$ cat src/rtl/p4_iter_shifter.sv
// Iterative multi-cycle shifter: LSL/LSR/ASR/ROR by up to STEP bits per clock,
// with a start/done handshake and a carry holding the last bit shifted out.
module p4_iter_shifter #(
   parameter int unsigned WIDTH = 16,
   parameter int unsigned AMT_W = 5,
   parameter int unsigned STEP  = 1
) (
   input  logic             clk,
   input  logic             reset,
   input  logic             start,
   input  logic [WIDTH-1:0] in,
   input  logic [2:0]       mode,
   input  logic [AMT_W-1:0] amt,
   output logic [WIDTH-1:0] sout,
   output logic             carry,
   output logic             busy,
   output logic             done
);

   localparam logic [2:0] ModeLsl = 3'b001;
   localparam logic [2:0] ModeLsr = 3'b010;
   localparam logic [2:0] ModeAsr = 3'b011;
   localparam logic [2:0] ModeRor = 3'b100;

   typedef enum logic [1:0] {StIdle, StShift, StDone} state_e;

   state_e             state_q, state_d;
   logic [WIDTH-1:0]   sout_q, sout_d;
   logic               carry_q, carry_d;
   logic [AMT_W-1:0]   rem_q, rem_d;
   logic [2:0]         mode_q, mode_d;

   logic               accept;
   logic               shift_mode;
   logic [AMT_W-1:0]   k;
   logic [31:0]        rem_ext;
   logic [WIDTH-1:0]   sh_v;
   logic               sh_c;

   // Unrolled chain of STEP single-bit stages; stage i is active only while i < rem,
   // which makes the step size min(STEP, rem) without a separate barrel shifter.
   always_comb begin
      sh_v    = sout_q;
      sh_c    = carry_q;
      rem_ext = 32'(rem_q);
      for (int unsigned i = 0; i < STEP; i++) begin
         if (i < rem_ext) begin
            case (mode_q)
               ModeLsl: begin
                  sh_c = sh_v[WIDTH-1];
                  sh_v = {sh_v[WIDTH-2:0], 1'b0};
               end
               ModeLsr: begin
                  sh_c = sh_v[0];
                  sh_v = {1'b0, sh_v[WIDTH-1:1]};
               end
               ModeAsr: begin
                  sh_c = sh_v[0];
                  sh_v = {sh_v[WIDTH-1], sh_v[WIDTH-1:1]};
               end
               ModeRor: begin
                  sh_c = sh_v[0];
                  sh_v = {sh_v[0], sh_v[WIDTH-1:1]};
               end
               default: ;
            endcase
         end
      end
      k = (rem_ext < STEP) ? rem_q : AMT_W'(STEP);
   end

   assign shift_mode = (mode == ModeLsl) || (mode == ModeLsr) ||
                       (mode == ModeAsr) || (mode == ModeRor);
   assign accept     = start && (state_q != StShift);

   always_comb begin
      state_d = state_q;
      sout_d  = sout_q;
      carry_d = carry_q;
      rem_d   = rem_q;
      mode_d  = mode_q;

      case (state_q)
         StShift: begin
            sout_d  = sh_v;
            carry_d = sh_c;
            rem_d   = rem_q - k;
            state_d = (rem_q == k) ? StDone : StShift;
         end
         StDone:  state_d = StIdle;
         default: state_d = StIdle;
      endcase

      // Accepting from DONE as well as IDLE allows back-to-back operations.
      if (accept) begin
         sout_d  = in;
         carry_d = 1'b0;
         rem_d   = amt;
         mode_d  = mode;
         state_d = ((amt == '0) || !shift_mode) ? StDone : StShift;
      end
   end

   always_ff @(posedge clk) begin
      if (reset) begin
         state_q <= StIdle;
         sout_q  <= '0;
         carry_q <= 1'b0;
         rem_q   <= '0;
         mode_q  <= '0;
      end else begin
         state_q <= state_d;
         sout_q  <= sout_d;
         carry_q <= carry_d;
         rem_q   <= rem_d;
         mode_q  <= mode_d;
      end
   end

   assign sout  = sout_q;
   assign carry = carry_q;
   assign busy  = (state_q == StShift);
   assign done  = (state_q == StDone);

endmodule

$ cat config.mk
export PLATFORM = sky130hd
export DESIGN_NAME = p4_iter_shifter
export DESIGN_NICKNAME = d
export VERILOG_FILES = /design/src/rtl/p4_iter_shifter.sv
export SDC_FILE = /design/constraint.sdc
export NUM_CORES = 1
export LEC_CHECK = 0
export ABC_AREA = 1
export CELL_PAD_IN_SITES_DETAIL_PLACEMENT = 0
export CELL_PAD_IN_SITES_GLOBAL_PLACEMENT = 1
export CORE_MARGIN = 2
export CORE_UTILIZATION = 36
export DETAILED_ROUTE_END_ITERATION = 8
export PLACE_DENSITY_LB_ADDON = 0.1
export SYNTH_ARGS = -nofsm -noshare
export SYNTH_HDL_FRONTEND = slang
export SYNTH_SLANG_ARGS = --single-unit
$ cat constraint.sdc
create_clock -name clk -period 2.3 [get_ports clk]
set_input_delay 0.69 -clock clk [delete_from_list [all_inputs] [get_ports clk]]
set_output_delay 0.69 -clock clk [all_outputs]
set_load 0.02 [all_outputs]
-- Word level (Yosys, flattened, before mapping)
Cells that the tools add are included.
- flip-flop bits (word level): 27
- word-level logic and storage cells: 51
- input port bits: 27
- multiplexer cells: 12
- reductions and logical operators: 17
- add/subtract/negate cells: 1
- magnitude comparators: 2
- equal/unequal tests: 13
- operators by type and width (cell ; count):
    16-bit case mux with 4 select lines ; 1
    16-bit two-way mux ; 3
    5-bit two-way mux ; 3
    3-bit by 2-bit == test with 1-bit output (second input constant) ; 4
    2-bit two-way mux ; 4
    3-bit by 1-bit == test with 1-bit output (second input constant) ; 2
    3-bit == test (second input constant) ; 2
    3-bit AND reduction ; 2
    2-bit nonzero test ; 3
    5-bit == test ; 1
    5-bit zero test ; 1
    1-bit by 5-bit less-than comparator with 1-bit output (first input constant) ; 1
    5-bit by 1-bit less-than comparator with 1-bit output (second input constant) ; 1
    5-bit nonzero test ; 1
    5-bit subtractor ; 1
    1-bit logical OR ; 4
    4-bit AND reduction ; 1
    4-bit nonzero test ; 1
    3-bit OR reduction ; 1
    2-bit by 1-bit == test with 1-bit output (second input constant) ; 1
    2-bit == test (second input constant) ; 1
    2-bit by 1-bit != test with 1-bit output (second input constant) ; 1
    2-bit != test (second input constant) ; 1
    1-bit case mux with 2 select lines ; 1
    3 further kinds ; 3

-- Logic depth before layout (Yosys ltp)
- word-level depth: 8
- gate-level depth with buffers: 11
- depth with buffers taken out: 10

-- Worst setup path after synthesis
No wires, ideal clock.
- path type: input to register
- start: input port start
- end: register sout_q[15] (netlist: sout[15])
- required time: 2.187 ns
- setup time: 0.113 ns
- data arrival time: 1.313 ns
- stages: 7
- setup slack: 0.874 ns
- cells stage by stage: nand2_2 -> buf_2 -> nand2_1 -> o21bai_1 -> nand2_1 -> nand2_1 -> nor2_1
- longest elaborated chain between the ends: 3
- elaborated cells on any way between the ends: 7
- those cells by class: eq/ne (1); mux (1); reduce/logical (5)
- ends and longest elaborated chain (element ; line ; text):
    start, declared ; 10 ; input logic start,
    1-bit logical AND (*) ; 74 ; assign accept = start && (state_q != StShift);
    2-bit != test (no line) (tied with other cells) ; n/a ;
    4-bit AND reduction (no line) ; n/a ;
    end signal, assigned ; 113 ; sout_q <= sout_d;
    end, declared ; 28 ; logic [WIDTH-1:0] sout_q, sout_d;
Every way passes the cells marked *; elsewhere a longest branch is shown, timed or not.
A chain may end at the register's enable or synchronous reset.

-- Final worst setup path
- start: register state_q[1]
- end: output port done
- longest elaborated chain between the ends: 1
- ends and longest elaborated chain (element ; line ; text):
    start, declared ; 27 ; state_e state_q, state_d;
    start signal, assigned ; 106 ; state_q <= StIdle;
    start signal, assigned ; 112 ; state_q <= state_d;
    2-bit == test ; 123 ; assign done = (state_q == StDone);
    end, declared ; 17 ; output logic done
Every way passes these cells.

==> results.toml <==
[die]
die_area_um2 = 5572
die_w_um = 74.65
initial_core_util = 0.3779
num_rows = 25
dieHeight_um = 74.65
core-area_um2 = 4755
ios = 46

[cts]
clock_latency_ps = 280
tritoncts = "built"
root_buffer = "clkbuf_8"
cts.clk_slew.worst_paths_ps = 90
cts_buffer_depth = 2
htree_levels = 1
cts_sinks = 27
cts_buffers = 3

[routing]
drt_iter0_drc = 88
avgViaCountPerCell = 4.663
detailedRoute.firstPassIterationCount = 5
wire_per_inst_um = 11.64
drc = 0
vias = 1870
drtAntennaViolNets = 0
wirelength_um = 4668

[power]
seqPwrFrac = 0.387
ir_drop_uv = 285.6
p_switching_mw = 0.5297
p_total_mw = 1.421
clkPwrFrac = 0.199
p_per_area_nw_per_um2 = 604.9
combPwrFrac = 0.414
power.leakage_nw = 1.119
internal-power_mw = 0.8917
netSwitchingFraction = 0.3727

[final_layout]
instances_no_fill = 401
multi_input_area_um2 = 1040
final_common_cell = "nand2_1"
area_delta_synth_final_pct = 30.78
regArea_um2 = 540.5
drive_gt1_frac = 0.1198
nFillCells = 517
diodes = 0
final_cell_mix = "nand2_1, nand3_1, clkdlybuf4s50_1"
nets = 363

[place]
hpwl_um = 3310
dp_cells = 397
place_congestion = 0.7814
portBuffers = 45

[yosys]
yosysSeqAreaShare = 0.3008
yosys.area.top_type_share = 0.3008
synth_compound_gate_area_share = 0.06337
syn_nets = 320
synth_top_family_by_area = "simple AND/OR/NAND/NOR gates"
yosys_register_bits = 27
synth_xor_area_frac = 0.01462
synth_simple_gate_area_frac = 0.4937
synthTopCellsByArea = "dfxtp_1, nand2_1, nand3_1"
synth_top_area_cell = "dfxtp_1"
syn_avg_cell_area_um2 = 6.153
synthCells = 292
synth_mux_area_frac = 0
yosysWarnings = 0
synth_adder_area_share = 0.006964
synth_area_um2 = 1797
yosysUniqueCellTypes = 27

[critical_path]
worst_setup_path_end_kind = "primary output"
required_ps = 1610
ff2ff_setup_slack_ps = 680
path_class = "reg2out"
worstPathArrival_ps = 1320
reg2reg_to = "sout[5]"
critPathLaunchType = "register"
reg2reg_from = "mode_q[2]"
crit_start = "state_q[1]"
cp_max_fo = 2
critPathCapture = "done"
reg2reg_depth = 8

[global_route]
first_global_vias = 1685
grt_util_met2 = 0.2734
grt_overflow = 0
met3_usage = 0.03614
grt.busiest_layer = "met2"
grt_util_met1 = 0.2617
antenna_found_initial = 0
grt_max_degree = 24
grt.total_usage = 0.1786
grt_pass1_wl_um = 7755

[sta]
skew_ps = 5.408
final_hold_viol_count = 0
max_slew_margin = 0.7344
layout_min_cycle_time_ps = 2013
fin_tns_setup_ps = 0
slew_violations = 0
period_share = 0.8752
rsz0062_at_grt = "no"
tightestPinTransition_ps = 396.9
fmax_ghz = 0.4968
whs_ps = 464.0
setup_viol = 0

[outcome]
status = "complete, no violations"

[flow_run]
cap_violations = 0

[hold_path]
hold_class = "reg2reg"
hold_path_depth = 2
## per-layer routing
| layer | wire length [um] | vias up |
|---|---|---|
| li1 | - | 1001 |
| met1 | 2300 | 816 |
| met2 | 2086 | 51 |
| met3 | 254 | 2 |
| met4 | 27 | 0 |
| met5 | 0 | - |
## synth_stat cells
master / count
buf_2: 6
nand3_4: 1
inv_2: 3
o21bai_1: 1
dfxtp_1: 27
buf_6: 2
o31ai_1: 1
buf_8: 1
o21ai_0: 6
o21ai_1: 1
nor2_1: 22
a31oi_1: 3
ha_1: 1
xnor2_1: 1
xor2_1: 2
buf_4: 1
inv_1: 30
nor2_2: 20
buf_1: 1
nand2_2: 3
clkbuf_1: 2
nand4_1: 2
a21oi_1: 9
nand3_1: 51
nand2_1: 91
nand2_4: 3
inv_4: 1
## state kept, by name, summed over array words and instances (netlist names)
signal and flops:
sout 16, rem_q 5, carry 1, state_q 2, mode_q 3
## logic make-up (layout without fill, tap and decap cells)
kind of cell / after synthesis / in the layout
AND/OR/NAND/NOR: 193 / 193
XOR/XNOR: 3 / 3
flip-flops: 27 / 27
AO/OA/AOI/OAI: 21 / 21
buffers and inverters: 47 / 89
adder cells (fa/ha/maj): 1 / 1
## final cells by class
cell class | count | area share
Clock buffer | 4 | 0.01917
Inverter | 34 | 0.05538
Multi-Input combinational cell | 218 | 0.4425
Sequential cell | 27 | 0.2300
Tap cell | 67 | 0.03568
Timing Repair Buffer | 51 | 0.2173
## critical path, stage by stage, from the launching register on
cell and delay, ps:
dfxtp_1 320, inv_1 40, nor2_1 80, clkdlybuf4s50_1 600
## repair_timing
| item | 4_1_cts | 5_1_grt |
|---|---|---|
| resized for setup | 0 | 1 |
| hold buffers | 0 | 0 |
| setup buffers | 0 | 0 |
| endpoints found under the setup margin | 0 | 1 |
## how the worst min path moves through the flow
stage | from | end | slack [ps]
4_1_cts | carry | carry | 470
5_1_grt | carry | carry | 490
2_1_floorplan | rem_q[0] | rem_q[0] | 450
3_3_place_gp | carry | carry | 450
3_5_place_dp | carry | carry | 450
6_report | carry | carry | 460
## metrics by stage
step / setup slack (ps) / utilization / instance area (um2)
floorplan: 873.9 / - / 1797
detailed placement: 266.3 / 0.4842 / 2302
global placement: 286.7 / 0.4842 / 2302
CTS: 31.05 / 0.4937 / 2347
global route: 223.1 / 0.4942 / 2350
finish: 287.1 / 0.4942 / 2350
## power by group through the flow
stage / clock, mW / combinational [mW] / sequential (mW)
after floorplan: 0 / 0.368 / 0.596
after global placement: 0 / 0.590 / 0.560
after detailed placement: 0 / 0.589 / 0.560
after CTS: 0.298 / 0.593 / 0.550
after global routing: 0.315 / 0.661 / 0.558
final: 0.283 / 0.589 / 0.550
Note: power is estimated with default switching activity, not from simulation.
